`config.mk`:
```
export PLATFORM = sky130hd
export DESIGN_NAME = clock_set_ctrl_flat
export DESIGN_NICKNAME = d
export VERILOG_FILES = /design/src/rtl/clock_set_ctrl_pkg.sv /design/src/rtl/clock_set_ctrl_if.sv /design/src/rtl/clock_set_ctrl_keyedge.sv /design/src/rtl/clock_set_ctrl.sv /design/src/flat_wrapper.sv
export SDC_FILE = /design/constraint.sdc
export NUM_CORES = 1
export LEC_CHECK = 0
export ABC_CLOCK_PERIOD_IN_PS = 2580
export CELL_PAD_IN_SITES_DETAIL_PLACEMENT = 1
export CELL_PAD_IN_SITES_GLOBAL_PLACEMENT = 2
export CORE_AREA = 8 8 110 112
export DETAILED_ROUTE_END_ITERATION = 8
export DIE_AREA = 0 0 118 120
export PLACE_DENSITY = 0.78
export SYNTH_ARGS = -nofsm -noshare
export SYNTH_HDL_FRONTEND = slang
export SYNTH_HIERARCHICAL = 1
export SYNTH_SLANG_ARGS = --single-unit
```
`constraint.sdc`:
```
create_clock -name Clk_50MHz -period 2.58 [get_ports Clk_50MHz]
set_clock_uncertainty 0.1 [all_clocks]
set_input_delay 0.516 -clock Clk_50MHz [delete_from_list [all_inputs] [get_ports Clk_50MHz]]
set_output_delay 0.516 -clock Clk_50MHz [all_outputs]
set_load 0.01 [all_outputs]
```
`src/rtl/clock_set_ctrl_pkg.sv`:
```
// clock_set_pkg: state/field encodings, wrap limits and blink digit masks for the clock setting controller.
package clock_set_pkg;
  typedef enum logic [1:0] {RUN, SET_TIME, SET_ALARM} state_e;
  typedef enum logic [1:0] {SEC, MIN, HOUR} field_e;
  localparam logic [5:0] MS_MAX = 6'd59;
  localparam logic [4:0] H_MAX = 5'd23;
  localparam logic [7:0] MASK_SEC = 8'b0000_0011;
  localparam logic [7:0] MASK_MIN = 8'b0001_1000;
  localparam logic [7:0] MASK_HOUR = 8'b1100_0000;
  function automatic logic [7:0] field_mask(input field_e f);
    return f == SEC ? MASK_SEC : f == MIN ? MASK_MIN : MASK_HOUR;
  endfunction
  function automatic logic [5:0] wrap_step(input logic [5:0] v, input logic up, input logic [5:0] lim);
    return up ? (v == lim ? 6'd0 : v + 6'd1) : (v == 6'd0 ? lim : v - 6'd1);
  endfunction
endpackage

```
`src/rtl/clock_set_ctrl_if.sv`:
```
// clock_set_ctrl_if: key/tick inputs and counter/alarm/display outputs of the clock setting controller.
interface clock_set_ctrl_if;
  logic tick_1ms, key_mode, key_sel, key_up, key_down;
  logic add_s, add_m, add_h, sub_s, sub_m, sub_h;
  logic [5:0] alarm_s, alarm_m;
  logic [4:0] alarm_h;
  logic alarm_en;
  logic [3:0] mode_led;
  logic [7:0] blink_mask;
  modport master(
    output tick_1ms, key_mode, key_sel, key_up, key_down,
    input add_s, add_m, add_h, sub_s, sub_m, sub_h, alarm_s, alarm_m, alarm_h, alarm_en, mode_led, blink_mask
  );
  modport slave(
    input tick_1ms, key_mode, key_sel, key_up, key_down,
    output add_s, add_m, add_h, sub_s, sub_m, sub_h, alarm_s, alarm_m, alarm_h, alarm_en, mode_led, blink_mask
  );
endinterface

```
`src/rtl/clock_set_ctrl_keyedge.sv`:
```
// clock_set_keyedge: registered rising-edge press strobe for one key; auto-repeat when CLOCK_SET_AUTOREPEAT_EN is defined.
module clock_set_keyedge #(
  parameter int REPEAT_DELAY_MS = 600,
  parameter int REPEAT_RATE_MS = 150
) (
  input  logic Clk_50MHz,
  input  logic Reset_N,
  input  logic tick_i,
  input  logic rpt_en_i,
  input  logic key_i,
  output logic press_o
);
  logic lvl_q, press_q, press_d;
`ifdef CLOCK_SET_AUTOREPEAT_EN
  localparam int RW = $clog2(REPEAT_DELAY_MS + REPEAT_RATE_MS + 1);
  logic [RW-1:0] hold_q, hold_d;
  logic rpt;
  // after the hold delay the first repeat lands one full rate period later, then every period
  always_comb begin
    hold_d = hold_q;
    rpt = 1'b0;
    if (!key_i || !rpt_en_i) hold_d = '0;
    else if (tick_i) begin
      rpt = hold_q == RW'(REPEAT_DELAY_MS + REPEAT_RATE_MS - 1);
      hold_d = rpt ? RW'(REPEAT_DELAY_MS) : hold_q + RW'(1);
    end
  end
  always_ff @(posedge Clk_50MHz or negedge Reset_N)
    if (!Reset_N) hold_q <= '0;
    else hold_q <= hold_d;
  assign press_d = (key_i & ~lvl_q) | rpt;
`else
  logic unused_rpt;
  assign unused_rpt = tick_i ^ rpt_en_i ^ (REPEAT_DELAY_MS + REPEAT_RATE_MS != 0);
  assign press_d = key_i & ~lvl_q;
`endif
  always_ff @(posedge Clk_50MHz or negedge Reset_N)
    if (!Reset_N) begin
      lvl_q <= 1'b0;
      press_q <= 1'b0;
    end else begin
      lvl_q <= key_i;
      press_q <= press_d;
    end
  assign press_o = press_q;
endmodule

```
`src/rtl/clock_set_ctrl.sv`:
```
// clock_set_ctrl: key-driven time/alarm setting FSM with add/sub pulses, alarm registers, mode LEDs and blink mask.
// Optional auto-repeat of held up/down keys via CLOCK_SET_AUTOREPEAT_EN.
module clock_set_ctrl
  import clock_set_pkg::*;
#(
  parameter int TIMEOUT_MS = 10000,
  parameter int BLINK_HALF_MS = 250,
  parameter int ALARM_RST_S = 5,
  parameter int ALARM_RST_M = 0,
  parameter int ALARM_RST_H = 0,
  parameter int REPEAT_DELAY_MS = 600,
  parameter int REPEAT_RATE_MS = 150
) (
  input logic Clk_50MHz,
  input logic Reset_N,
  clock_set_ctrl_if.slave bus
);
  localparam int TW = $clog2(TIMEOUT_MS + 1);
  localparam int BW = $clog2(BLINK_HALF_MS + 1);
  state_e state_q, state_d;
  field_e field_q, field_d;
  logic [5:0] alarm_s_q, alarm_s_d, alarm_m_q, alarm_m_d;
  logic [4:0] alarm_h_q, alarm_h_d;
  logic alarm_en_q, alarm_en_d, phase_q, phase_d, tick;
  logic [2:0] add_q, add_d, sub_q, sub_d, fsel;
  logic [TW-1:0] to_q, to_d;
  logic [BW-1:0] bl_q, bl_d;
  logic [3:0] led_q, led_d, keys, press;
  assign tick = bus.tick_1ms;
  assign keys = {bus.key_down, bus.key_up, bus.key_sel, bus.key_mode};
  assign fsel = 3'b001 << field_q;
  for (genvar k = 0; k < 4; k++) begin : g_key
    clock_set_keyedge #(.REPEAT_DELAY_MS(REPEAT_DELAY_MS), .REPEAT_RATE_MS(REPEAT_RATE_MS)) u_edge (
      .Clk_50MHz(Clk_50MHz), .Reset_N(Reset_N), .tick_i(tick),
      .rpt_en_i(k >= 2 && state_q != RUN), .key_i(keys[k]), .press_o(press[k])
    );
  end
  // only the highest-priority press of a cycle is acted on; a press beats a simultaneous timeout
  always_comb begin
    state_d = state_q;
    field_d = field_q;
    alarm_s_d = alarm_s_q;
    alarm_m_d = alarm_m_q;
    alarm_h_d = alarm_h_q;
    alarm_en_d = alarm_en_q;
    add_d = '0;
    sub_d = '0;
    if (press[0]) begin
      state_d = state_q == RUN ? SET_TIME : state_q == SET_TIME ? SET_ALARM : RUN;
      field_d = SEC;
    end else if (press[1]) begin
      if (state_q != RUN) field_d = field_q == SEC ? MIN : field_q == MIN ? HOUR : SEC;
    end else if (press[2] ^ press[3]) begin
      if (state_q == RUN) alarm_en_d = alarm_en_q ^ press[2];
      else if (state_q == SET_TIME) begin
        add_d = press[2] ? fsel : '0;
        sub_d = press[3] ? fsel : '0;
      end else begin
        if (field_q == SEC) alarm_s_d = wrap_step(alarm_s_q, press[2], MS_MAX);
        if (field_q == MIN) alarm_m_d = wrap_step(alarm_m_q, press[2], MS_MAX);
        if (field_q == HOUR) alarm_h_d = 5'(wrap_step({1'b0, alarm_h_q}, press[2], {1'b0, H_MAX}));
      end
    end else if (state_q != RUN && tick && to_q == TW'(TIMEOUT_MS - 1)) state_d = RUN;
    to_d = (state_d == RUN || |press) ? '0 : to_q + TW'(tick);
    bl_d = bl_q;
    phase_d = phase_q;
    if (state_d == RUN || state_d != state_q || field_d != field_q) begin
      bl_d = '0;
      phase_d = 1'b0;
    end else if (tick) begin
      bl_d = bl_q == BW'(BLINK_HALF_MS - 1) ? '0 : bl_q + BW'(1);
      phase_d = phase_q ^ (bl_q == BW'(BLINK_HALF_MS - 1));
    end
    led_d = {alarm_en_d, state_d == SET_ALARM, state_d == SET_TIME, state_d == RUN};
  end
  always_ff @(posedge Clk_50MHz or negedge Reset_N)
    if (!Reset_N) begin
      state_q <= RUN;
      field_q <= SEC;
      alarm_s_q <= 6'(ALARM_RST_S);
      alarm_m_q <= 6'(ALARM_RST_M);
      alarm_h_q <= 5'(ALARM_RST_H);
      alarm_en_q <= 1'b1;
      add_q <= '0;
      sub_q <= '0;
      to_q <= '0;
      bl_q <= '0;
      phase_q <= 1'b0;
      led_q <= 4'b1001;
    end else begin
      state_q <= state_d;
      field_q <= field_d;
      alarm_s_q <= alarm_s_d;
      alarm_m_q <= alarm_m_d;
      alarm_h_q <= alarm_h_d;
      alarm_en_q <= alarm_en_d;
      add_q <= add_d;
      sub_q <= sub_d;
      to_q <= to_d;
      bl_q <= bl_d;
      phase_q <= phase_d;
      led_q <= led_d;
    end
  assign {bus.add_h, bus.add_m, bus.add_s} = add_q;
  assign {bus.sub_h, bus.sub_m, bus.sub_s} = sub_q;
  assign bus.alarm_s = alarm_s_q;
  assign bus.alarm_m = alarm_m_q;
  assign bus.alarm_h = alarm_h_q;
  assign bus.alarm_en = alarm_en_q;
  assign bus.mode_led = led_q;
  assign bus.blink_mask = (state_q != RUN && phase_q) ? field_mask(field_q) : '0;
endmodule

```
`src/flat_wrapper.sv`:
```
// flat-port wrapper written by rule: the top's interface ports become plain ports
module clock_set_ctrl_flat import clock_set_pkg::*;
#(
  parameter int TIMEOUT_MS = 10000,
  parameter int BLINK_HALF_MS = 250,
  parameter int ALARM_RST_S = 5,
  parameter int ALARM_RST_M = 0,
  parameter int ALARM_RST_H = 0,
  parameter int REPEAT_DELAY_MS = 600,
  parameter int REPEAT_RATE_MS = 150
)
  (Clk_50MHz, Reset_N, bus_tick_1ms, bus_key_mode, bus_key_sel, bus_key_up, bus_key_down, bus_add_s, bus_add_m, bus_add_h, bus_sub_s, bus_sub_m, bus_sub_h, bus_alarm_s, bus_alarm_m, bus_alarm_h, bus_alarm_en, bus_mode_led, bus_blink_mask);
  clock_set_ctrl_if bus_i ();
  input logic Clk_50MHz;
  input logic Reset_N;
  input wire logic [$bits(bus_i.tick_1ms)-1:0] bus_tick_1ms;
  input wire logic [$bits(bus_i.key_mode)-1:0] bus_key_mode;
  input wire logic [$bits(bus_i.key_sel)-1:0] bus_key_sel;
  input wire logic [$bits(bus_i.key_up)-1:0] bus_key_up;
  input wire logic [$bits(bus_i.key_down)-1:0] bus_key_down;
  output wire logic [$bits(bus_i.add_s)-1:0] bus_add_s;
  output wire logic [$bits(bus_i.add_m)-1:0] bus_add_m;
  output wire logic [$bits(bus_i.add_h)-1:0] bus_add_h;
  output wire logic [$bits(bus_i.sub_s)-1:0] bus_sub_s;
  output wire logic [$bits(bus_i.sub_m)-1:0] bus_sub_m;
  output wire logic [$bits(bus_i.sub_h)-1:0] bus_sub_h;
  output wire logic [$bits(bus_i.alarm_s)-1:0] bus_alarm_s;
  output wire logic [$bits(bus_i.alarm_m)-1:0] bus_alarm_m;
  output wire logic [$bits(bus_i.alarm_h)-1:0] bus_alarm_h;
  output wire logic [$bits(bus_i.alarm_en)-1:0] bus_alarm_en;
  output wire logic [$bits(bus_i.mode_led)-1:0] bus_mode_led;
  output wire logic [$bits(bus_i.blink_mask)-1:0] bus_blink_mask;
  assign bus_i.tick_1ms = bus_tick_1ms;
  assign bus_i.key_mode = bus_key_mode;
  assign bus_i.key_sel = bus_key_sel;
  assign bus_i.key_up = bus_key_up;
  assign bus_i.key_down = bus_key_down;
  assign bus_add_s = bus_i.add_s;
  assign bus_add_m = bus_i.add_m;
  assign bus_add_h = bus_i.add_h;
  assign bus_sub_s = bus_i.sub_s;
  assign bus_sub_m = bus_i.sub_m;
  assign bus_sub_h = bus_i.sub_h;
  assign bus_alarm_s = bus_i.alarm_s;
  assign bus_alarm_m = bus_i.alarm_m;
  assign bus_alarm_h = bus_i.alarm_h;
  assign bus_alarm_en = bus_i.alarm_en;
  assign bus_mode_led = bus_i.mode_led;
  assign bus_blink_mask = bus_i.blink_mask;
  clock_set_ctrl #(.TIMEOUT_MS(TIMEOUT_MS), .BLINK_HALF_MS(BLINK_HALF_MS), .ALARM_RST_S(ALARM_RST_S), .ALARM_RST_M(ALARM_RST_M), .ALARM_RST_H(ALARM_RST_H), .REPEAT_DELAY_MS(REPEAT_DELAY_MS), .REPEAT_RATE_MS(REPEAT_RATE_MS)) u_core (.Clk_50MHz(Clk_50MHz), .Reset_N(Reset_N), .bus(bus_i));
endmodule
```
==> impl_metrics.yaml, run 1 <==
run_status:
  status: "complete, no violations"
routing:
  route.vias.total: 2872
  drt-pass1-iter-count: 4
  drtIter0Drc: 219
  post-route-drc-count: 0
  ant_nets: 0
  routed_wirelength_um: 8570
  drt-wirelength-per-cell_um: 15.4
  vias_per_cell: 5.17
worst_setup_path:
  crit_path_end_kind: "primary output"
  required_ns: 1.96
  setup.worst_path.start_class: "register"
  critPathArrivalTime_ns: 1.79
  path_max_fanout: 8
  crit_type: "reg2out"
synthesis:
  synth_xor_area_share_pct: 5.41
  yosys.area_share.simple_pct: 27.4
  synth-seq-cells: 62
  muxShareOfSynthArea_pct: 1.44
  synth_compound_area_share_pct: 12.2
  yosysSeqAreaShare_pct: 43.7
  ys_async_sr_fraction_pct: 100
  syn_area_sq_mm: 0.00356
  synthAdderAreaFrac_pct: 4.56
  synth_top_family_by_area: "simple AND/OR/NAND/NOR gates"
  avgSynthCellArea_sq_um: 9.69
  synth-edff-count: 0
  yosysUniqueCellTypes: 70
  synthFlopType: "dfrtp_1"
  ys_warn_count: 6
  syn_inst: 368
pwr:
  peakVddDrop_uv: 267
  p_per_area_mw_per_mm2: 770
  leakage_nw: 1.77
  total_power_w: 0.00334
timing:
  tns_ns: 0
  hold_violations: 0
  min_period_ns: 2.41
  rsz0062_at_grt: "no"
  whs_ns: 0.340
  period_share_pct: 93.2
  max_freq_mhz: 416
  slew_viol_final: 0
  setup_violations: 0
  setup_ws_ns: 0.175
die:
  die_h_um: 120
  die_width_um: 118
  core_region_area_sq_mm: 0.0105
  start_util_pct: 33.9
  rows: 38
  io_pins: 43
  dieArea_sq_mm: 0.0142
grt:
  track_usage_pct: 12.7
  grt_pass1_wl_um: 14800
  grt_max_degree: 34
  grt_pass1_vias: 2997
  met3_usage_pct: 3.99
  met2_usage_pct: 21.0
  antenna_found_initial: 0
  grt.busiest_layer: "met2"
  gr-total-overflow: 0
  met1_usage_pct: 15.4
placed_design:
  place_ws_ns: 0.232
  placed_area_sq_mm: 0.00413
  gp_congestion: 0.742
  io_buffers: 40
  hpwl_um: 6330
clock_tree:
  cts_buffer_depth: 2
  post_cts_buffers: 0
  cts_inserted_buffers: 9
  cts.sinks: 62
  clkTransAtPathRegs_ns: 0.07
  cts-root-buf: "clkbuf_8"
  h-tree-depth: 3
  cts_tree: "yes"
  insertion_delay_ns: 0.35
run:
  cap_violations: 0
layout:
  area_growth_syn_to_layout_pct: 21.9
  n_antenna_cell: 0
  final_cell_area_sq_mm: 0.00434
  drive_above_1_share_pct: 13.9
  final_nets: 431
  fillerInstances: 1214
hold_path:
  hp-class: "reg2reg"
[where the power goes]
group	leakage (nW)	internal (W)	switching, W	total [W]
logic	0.865	0.000578	0.000542	0.00112
registers	0.802	0.00113	0.000244	0.00137
clock network	0.0996	0.000448	0.000407	0.000856
[kinds of logic after synthesis]
kind of cell               count (synthesis)
xor gates and xnor gates                  22
muxes                                      5
adders and majority gates                 13
buffers and inverters                     38
DFF                                       62
AOI/OAI and AO/OA                         61
other                                      1
and+or+nand+nor                          166
[repair_timing]
item | in CTS | in global routing
resized for setup | 0 | 2
hold endpoints to repair | 14 | 0
hold buffers | 1 | 0
setup endpoints to repair | 0 | 2
[sequential cells by signal, indices dropped and copies added, names as in the netlist]
signal	cells
u_core/add_q	3
u_core/bl_q	8
u_core/bus.alarm_en	1
u_core/bus.alarm_h	5
u_core/bus.alarm_m	6
u_core/bus.alarm_s	6
u_core/bus.mode_led	3
u_core/field_q	2
u_core/g_key.u_edge/lvl_q	4
u_core/g_key.u_edge/press_o	4
u_core/phase_q	1
u_core/state_q	2
u_core/sub_q	3
u_core/to_q	14
[metal layers]
metal	part of all wire, %	vias to the layer above	wire length [um]
li1	-	1401	-
met1	45	1419	3890
met2	49	40	4230
met3	3.7	12	320
met4	1.4	0	123
met5	0	-	0
[worst max-delay path: stages (launching register included)]
cell             delay [ns]
dfrtp_2                0.44
nor2_1                 0.08
inv_1                  0.07
nand2_1                0.06
nor3_1                 0.20
clkdlybuf4s50_1        0.59
[stage by stage]
stage | cells | util [%]
global route | 556 | 41.3
global placement | 539 | 39.3
floorplan | 369 | -
CTS | 556 | 41.3
detailed placement | 539 | 39.3
finish | 556 | 41.3
[final timing paths]
path,slack (ns),cells after the start,from,end
max,0.17,5,u_core/state_q[0]$_DFF_PN0_,bus_blink_mask[0]
min,0.34,1,u_core/g_key[1].u_edge/lvl_q$_DFF_PN0_,u_core/g_key[1].u_edge/press_o$_DFF_PN0_
max reg2reg,0.39,6,u_core/g_key[2].u_edge/press_o$_DFF_PN0_,u_core/bus.alarm_s[5]$_DFFE_PN0P_
min reg2reg,0.34,1,u_core/g_key[1].u_edge/lvl_q$_DFF_PN0_,u_core/g_key[1].u_edge/press_o$_DFF_PN0_
max in group asynchronous,1.21,3,Reset_N,u_core/bus.alarm_s[0]$_DFFE_PN1P_
min in group asynchronous,0.53,2,Reset_N,u_core/g_key[2].u_edge/lvl_q$_DFF_PN0_
[synth_stat cells, types with 8 or more instances]
cell      count  area (sq um)
nand2b_1      9          56.3
inv_1        14          52.6
clkbuf_1     14          52.6
nand3_1      11          55.1
ha_1         13           163
xnor2_1      14           123
nor2_2       10          62.6
nor3_1       22           110
o21ai_0      11          55.1
a21oi_1      12          60.1
nand2_1      23          86.3
nand4_1      10          62.6
dfrtp_1      58          1450
nor2_1       33           124
xor2_1        8          70.1
[area by class of cell]
type | count | area [sq um] | share of cell area [%]
flip-flops and latches | 62 | 1560 | 35.9
clock buffers | 9 | 124 | 2.85
clock inverters | 7 | 73.8 | 1.70
repair buffers | 54 | 528 | 12.2
well taps | 140 | 175 | 4.03
multi-input cells | 269 | 1830 | 42.1
inverters | 15 | 56.3 | 1.30
[layout by cell type, fill, tap and decap left out, types with 3 or more instances in the layout]
cell,instances
a21oi_1,12
a221o_1,3
and3_1,7
buf_4,11
clkbuf_8,9
clkdlybuf4s50_1,39
dfrtp_1,56
dfstp_2,4
ha_1,13
inv_1,14
mux2i_1,4
nand2_1,23
nand2b_1,9
nand3_1,11
nand3b_1,3
nand4_1,10
nand4b_1,4
nor2_1,33
nor2_2,10
nor2b_1,3
nor2b_4,4
nor3_1,22
nor3b_1,5
nor4_1,3
o21ai_0,11
o21ai_1,5
o31ai_1,3
or4_1,3
xnor2_1,14
xor2_1,8
(Power assumes the default switching activity.)
==> run 2, diff against run 1 <==
--- a/config.mk
+++ b/config.mk
@@ -11,8 +11,7 @@
 export CORE_AREA = 8 8 110 112
 export DETAILED_ROUTE_END_ITERATION = 8
 export DIE_AREA = 0 0 118 120
-export PLACE_DENSITY = 0.78
+export PLACE_DENSITY = 0.79
 export SYNTH_ARGS = -nofsm -noshare
 export SYNTH_HDL_FRONTEND = slang
-export SYNTH_HIERARCHICAL = 1
 export SYNTH_SLANG_ARGS = --single-unit
==> run 2 against run 1 <==
  * Global-route usage grew 0.44 points
  * Synthesized cell count grew 4.3%
  * Hold slack lost 0.27 ns
  * Via count grew 2.8%
  * Combinational power shrank 12%
  * Sequential share of layout area grew 0.52 points
  * Core utilization shrank 0.62 points
  * Register-to-register slack gained 0.04 ns
  * Synthesized area shrank 0.18%
  * Routed wire length grew 3.4%
  * Critical path depth shrank 2
  * Largest cell class unchanged
  * Largest power group unchanged
==> impl_metrics.yaml, run 2 <==
run_status:
  status: "complete, no violations"
worst_setup_path:
  r2r-end: "u_core.bus.alarm_h[3]$_DFFE_PN0P_"
  crit_type: "reg2out"
  rr_worst_depth: 6
  crit_path_end_kind: "primary output"
  setup.worst_path.start_class: "register"
  crit_buf_inv: 1
  required_ns: 1.96
  critPathMaxStageDelay_ns: 0.57
  slowest_stage: "clkdlybuf4s50_1"
  r2r_start: "u_core.g_key[2].u_edge.press_o$_DFF_PN0_"
  cp_num_cells: 3
  worst-r2r-setup-slack_ns: 0.43
  path_max_fanout: 10
  critPathArrivalTime_ns: 1.85
  cp_top_family: "buffers and inverters"
  worstPathCellList: "nand2b_1 > nor2_2 > clkdlybuf4s50_1"
timing:
  setup_violations: 0
  tightest_slew_ns: 0.608
  max_freq_mhz: 406
  setup_ws_ns: 0.117
  relSlewSlack_pct: 58.9
  hold_violations: 0
  slew_viol_final: 0
  tns_ns: 0
  rsz0062_at_grt: "no"
  min_period_ns: 2.46
  period_share_pct: 95.5
routing:
  drtIter0Drc: 140
  route.vias.total: 2953
  ant_nets: 0
  drt-wirelength-per-cell_um: 15.7
  drt-pass1-iter-count: 4
  vias_per_cell: 5.23
  routed_wirelength_um: 8860
  post-route-drc-count: 0
die:
  rows: 38
  dieArea_sq_mm: 0.0142
  start_util_pct: 33.9
  io_pins: 43
  die_h_um: 120
  core_region_area_sq_mm: 0.0105
  die_width_um: 118
grt:
  grt_pass1_wl_um: 15500
  antenna_found_initial: 0
  grt_max_degree: 63
  met3_usage_pct: 4.13
  grt.busiest_layer: "met2"
  track_usage_pct: 13.1
  grt_pass1_vias: 3054
  met1_usage_pct: 16.1
  met2_usage_pct: 22.3
  gr-total-overflow: 0
synthesis:
  yosysUniqueCellTypes: 60
  ys_async_sr_fraction_pct: 100
  syn_area_sq_mm: 0.00356
  syn_inst: 384
  yosys-top-cells-area: "dfrtp_1 (41%), nor2_1 (4.6%), ha_1 (4.6%)"
  yosysSeqAreaShare_pct: 43.7
  ys_warn_count: 0
  yosys.area_share.simple_pct: 25.3
  synth_top_family_by_area: "simple AND/OR/NAND/NOR gates"
  yosysMostFrequentCell: "dfrtp_1"
  synth-edff-count: 0
  avgSynthCellArea_sq_um: 9.27
  synthFlopType: "dfrtp_1"
  synth_common_cells: "dfrtp_1 (58), nor2_1 (44), nand2_1 (31), nor3_1 (21), o21ai_0 (20)"
  synth-seq-cells: 62
  muxShareOfSynthArea_pct: 0.563
  synth_xor_area_share_pct: 5.66
  synthAdderAreaFrac_pct: 4.57
  synth_top_area_share_pct: 40.8
  synth_compound_area_share_pct: 14.3
  synth_top_cell_by_area: "dfrtp_1"
layout:
  n_antenna_cell: 0
  area_growth_syn_to_layout_pct: 20.3
  final_cell_mix: "dfrtp_1 (57), nor2_1 (43), clkdlybuf4s50_1 (39)"
  regMostFlops: "u_core.to_q"
  final_nets: 440
  largest_register_ffs: 14
  drive_above_1_share_pct: 9.41
  final_common_cell: "dfrtp_1"
  top_regs: "u_core.to_q: 14 flops, u_core.bl_q: 8 flops"
hold_path:
  hp-class: "in2async"
clock_tree:
  cts_inserted_buffers: 9
  cts.sinks: 62
  ctsHoldBuffers: 0
  cts_buffer_depth: 2
  cts-root-buf: "clkbuf_8"
  post_cts_buffers: 0
  clkTransAtPathRegs_ns: 0.07
  h-tree-depth: 3
  cts_tree: "yes"
  insertion_delay_ns: 0.33
placed_design:
  gp_congestion: 0.743
  io_buffers: 40
  hpwl_um: 6310
  place_ws_ns: 0.234
pwr:
  peakVddDrop_uv: 261
  leakage_nw: 1.65
  total_power_w: 0.00329
  p_per_area_mw_per_mm2: 770
run:
  cap_violations: 0
run 2: through the flow:
stage	utilization [%]	instance area (sq um)	std cells	hold slack, ns
detailed placement	38.8	4080	549	0.289
finish	40.7	4280	565	0.0702
floorplan	-	3560	385	0.120
global placement	38.8	4080	549	0.284
CTS	40.7	4280	565	0.0861
global route	40.7	4280	565	0.0866
run 2: report_power, final:
part           internal (W)  switching, W
registers           0.00114      0.000312
logic              0.000526      0.000465
clock network      0.000470      0.000384
total               0.00213       0.00116
run 2: worst max path at each step:
stage	startpoint	end
after floorplan	u_core.g_key[2].u_edge.press_o$_DFF_PN0_	u_core.bus.alarm_h[3]$_DFFE_PN0P_
after global placement	bus_tick_1ms	u_core.to_q[12]$_DFF_PN0_
after detailed placement	bus_tick_1ms	u_core.to_q[10]$_DFF_PN0_
after CTS	u_core.field_q[1]$_DFF_PN0_	bus_blink_mask[4]
after global routing	u_core.field_q[1]$_DFF_PN0_	bus_blink_mask[6]
final	u_core.field_q[1]$_DFF_PN0_	bus_blink_mask[4]
run 2: layout make-up:
cell class | instances | area [sq um]
multi-input cells | 279 | 1810
clock buffers | 12 | 145
repair buffers | 49 | 475
flip-flops and latches | 62 | 1560
fillers | 1223 | 6230
clock inverters | 4 | 47.5
well taps | 140 | 175
inverters | 19 | 71.3
run 2: metal layers:
layer	wire, um	part of all wire, %
met2	4350	49
met3	340	3.8
met1	4100	46
met5	0	0
met4	58	0.65
run 2: what timing repair did:
item | CTS | global route
resized for setup | 2 | 2
cloned | 0 | 0
endpoints found under the setup margin | 2 | 5
run 2: cells by family (layout without fill, tap and decap cells):
| logic type | count (synthesis) | in the layout |
|---|---|---|
| adder cells (fa/ha/maj) | 13 | 13 |
| buffers and inverters | 44 | 84 |
| other | 1 | 2 |
| AO/OA/AOI/OAI | 73 | 73 |
| XOR/XNOR | 23 | 23 |
| multiplexers | 2 | 2 |
| flip-flops | 62 | 62 |
| AND/OR/NAND/NOR | 166 | 166 |
==> run 3, diff against run 2 <==
--- a/config.mk
+++ b/config.mk
@@ -8,10 +8,11 @@
 export ABC_CLOCK_PERIOD_IN_PS = 2580
 export CELL_PAD_IN_SITES_DETAIL_PLACEMENT = 1
 export CELL_PAD_IN_SITES_GLOBAL_PLACEMENT = 2
-export CORE_AREA = 8 8 110 112
+export CORE_AREA = 2 2 104 106
 export DETAILED_ROUTE_END_ITERATION = 8
-export DIE_AREA = 0 0 118 120
+export DIE_AREA = 0 0 106 108
 export PLACE_DENSITY = 0.79
+export SLEW_MARGIN = 40
 export SYNTH_ARGS = -nofsm -noshare
 export SYNTH_HDL_FRONTEND = slang
 export SYNTH_SLANG_ARGS = --single-unit
==> run 3 against run 2 <==
  * Via count barely moved
  * Register-to-register slack worse by 0.03 ns
  * Global-route usage up 4.0 points
  * Sequential cell count did not move
  * Core utilization is 1.1 points higher
  * Die area is 19% lower
  * Critical endpoint is now bus_blink_mask[7]
  * Non-clock buffer count decreased by 1
  * Sequential power about the same
  * Combinational power barely moved
  * Critical path depth is the same
  * First-iteration DRC count down 47%
  * Routed wire length rose by 0.37%
  * Highest routed layer unchanged
==> impl_metrics.yaml, run 3 (synthesized netlist as in run 2, its figures left out) <==
clock_tree:
  clkTransAtPathRegs_ns: 0.08
  insertion_delay_ns: 0.35
  post_cts_buffers: 0
  cts_tree: "yes"
  cts.sinks: 62
  cts-root-buf: "clkbuf_8"
  cts_inserted_buffers: 9
  ctsHoldBuffers: 0
  h-tree-depth: 3
  cts_buffer_depth: 2
layout:
  final_cell_mix: "dfrtp_1 (56), nor2_1 (43), clkdlybuf4s50_1 (39)"
  drive_above_1_share_pct: 9.43
  largest_register_ffs: 14
  final_nets: 439
  n_antenna_cell: 0
  regMostFlops: "u_core.to_q"
  final_common_cell: "dfrtp_1"
  area_growth_syn_to_layout_pct: 20.2
  top_regs: "u_core.to_q: 14 flops, u_core.bl_q: 8 flops"
die:
  core_region_area_sq_mm: 0.0102
  io_pins: 43
  die_h_um: 108
  start_util_pct: 34.8
  rows: 37
  die_width_um: 106
  dieArea_sq_mm: 0.0114
routing:
  vias_per_cell: 5.27
  route.vias.total: 2951
  drtIter0Drc: 74
  drt-pass1-iter-count: 4
  routed_wirelength_um: 8890
  drt-wirelength-per-cell_um: 15.9
  post-route-drc-count: 0
  ant_nets: 0
timing:
  slew_viol_final: 0
  period_share_pct: 95.1
  whs_ns: 0.0782
  relSlewSlack_pct: 55.0
  max_freq_mhz: 408
  min_period_ns: 2.45
  tightest_slew_ns: 0.666
  setup_violations: 0
  hold_violations: 0
grt:
  grt_pass1_vias: 3103
  antenna_found_initial: 0
  track_usage_pct: 17.1
  grt_pass1_wl_um: 15600
  gr-total-overflow: 0
  grt_max_degree: 39
pwr:
  leakage_nw: 1.65
  p_per_area_mw_per_mm2: 782
  peakVddDrop_uv: 317
  total_power_w: 0.00334
worst_setup_path:
  crit_buf_inv: 1
  critPathArrivalTime_ns: 1.84
  crit_path_end_kind: "primary output"
  setup.worst_path.start_class: "register"
  crit_type: "reg2out"
  path_max_fanout: 9
  critPathMaxStageDelay_ns: 0.62
  worstPathCellList: "o21ai_1 > nor2_1 > clkdlybuf4s50_1"
  slowest_stage: "clkdlybuf4s50_1"
  cp_top_family: "buffers and inverters"
  required_ns: 1.96
run:
  cap_violations: 0
run_status:
  status: "complete, no violations"
placed_design:
  gp_congestion: 0.770
  hpwl_um: 6220
  io_buffers: 40
hold_path:
  hp-class: "in2async"
[run 3: cell count changes in the layout (fill, tap and decap cells not counted), sizes merged]
cell / before / now
buf: 10 / 9
clkbuf: 12 / 13
clkinvlp: 1 / 0
[run 3: power by group]
| part | switching [W] | internal (W) |
|---|---|---|
| Clock | 0.000402 | 0.000500 |
| Sequential | 0.000311 | 0.00114 |
| Combinational | 0.000471 | 0.000523 |
[run 3: path summary, 6_finish.rpt]
path | start | end | slack (ns) | depth (start not counted)
max | u_core.state_q[1]$_DFF_PN0_ | bus_blink_mask[7] | 0.13 | 3
max reg2reg | u_core.g_key[2].u_edge.press_o$_DFF_PN0_ | u_core.bus.alarm_h[3]$_DFFE_PN0P_ | 0.40 | 6
min | Reset_N | u_core.bus.alarm_m[5]$_DFFE_PN0P_ | 0.08 | 1
min reg2reg | u_core.g_key[1].u_edge.lvl_q$_DFF_PN0_ | u_core.g_key[1].u_edge.press_o$_DFF_PN0_ | 0.30 | 1
max in group asynchronous | Reset_N | u_core.bus.mode_led[0]$_DFF_PN1_ | 1.60 | 2
min in group Clk_50MHz | u_core.g_key[1].u_edge.lvl_q$_DFF_PN0_ | u_core.g_key[1].u_edge.press_o$_DFF_PN0_ | 0.30 | 1
[run 3: what timing repair did]
action | 4_1_cts | 5_1_grt
resized for setup | 2 | 3
pin swaps | 0 | 0
setup endpoints to repair | 2 | 4
[run 3: through the flow]
stage           TNS, ns  worst slack (ns)  util, %  std cells  area, sq um
3_5_place_dp          0             0.246     39.7        544         4070
2_1_floorplan         0             0.445        -        385         3560
3_3_place_gp          0             0.321     39.7        544         4070
5_1_grt        -0.00221          -0.00221     41.8        560         4280
4_1_cts               0            0.0251     41.8        560         4270
6_report              0             0.127     41.8        560         4280
[run 3: layout make-up]
cell class              count  area (sq um)
flip-flops and latches     62          1560
multi-input cells         279          1810
repair buffers             48           468
clock inverters             3          43.8
well taps                 136           170
fillers                  1192          5950
clock buffers              13           159
inverters                  19          71.3
[run 3: worst register-to-register path: cells and delay by family, from the launching register on]
kind                       cells  cell delay (ns)
AOI/OAI and AO/OA              2             0.54
and+or+nand+nor                2             0.59
adders and majority gates      1             0.44
buffers and inverters          1             0.07
DFF                            1             0.37
[run 3: routing by layer]
layer | track usage (%) | share of wire [%]
met4 | 5.08 | 1.2
met1 | 23.1 | 49
met2 | 27.6 | 47
met5 | 0 | 0
met3 | 3.98 | 3.0
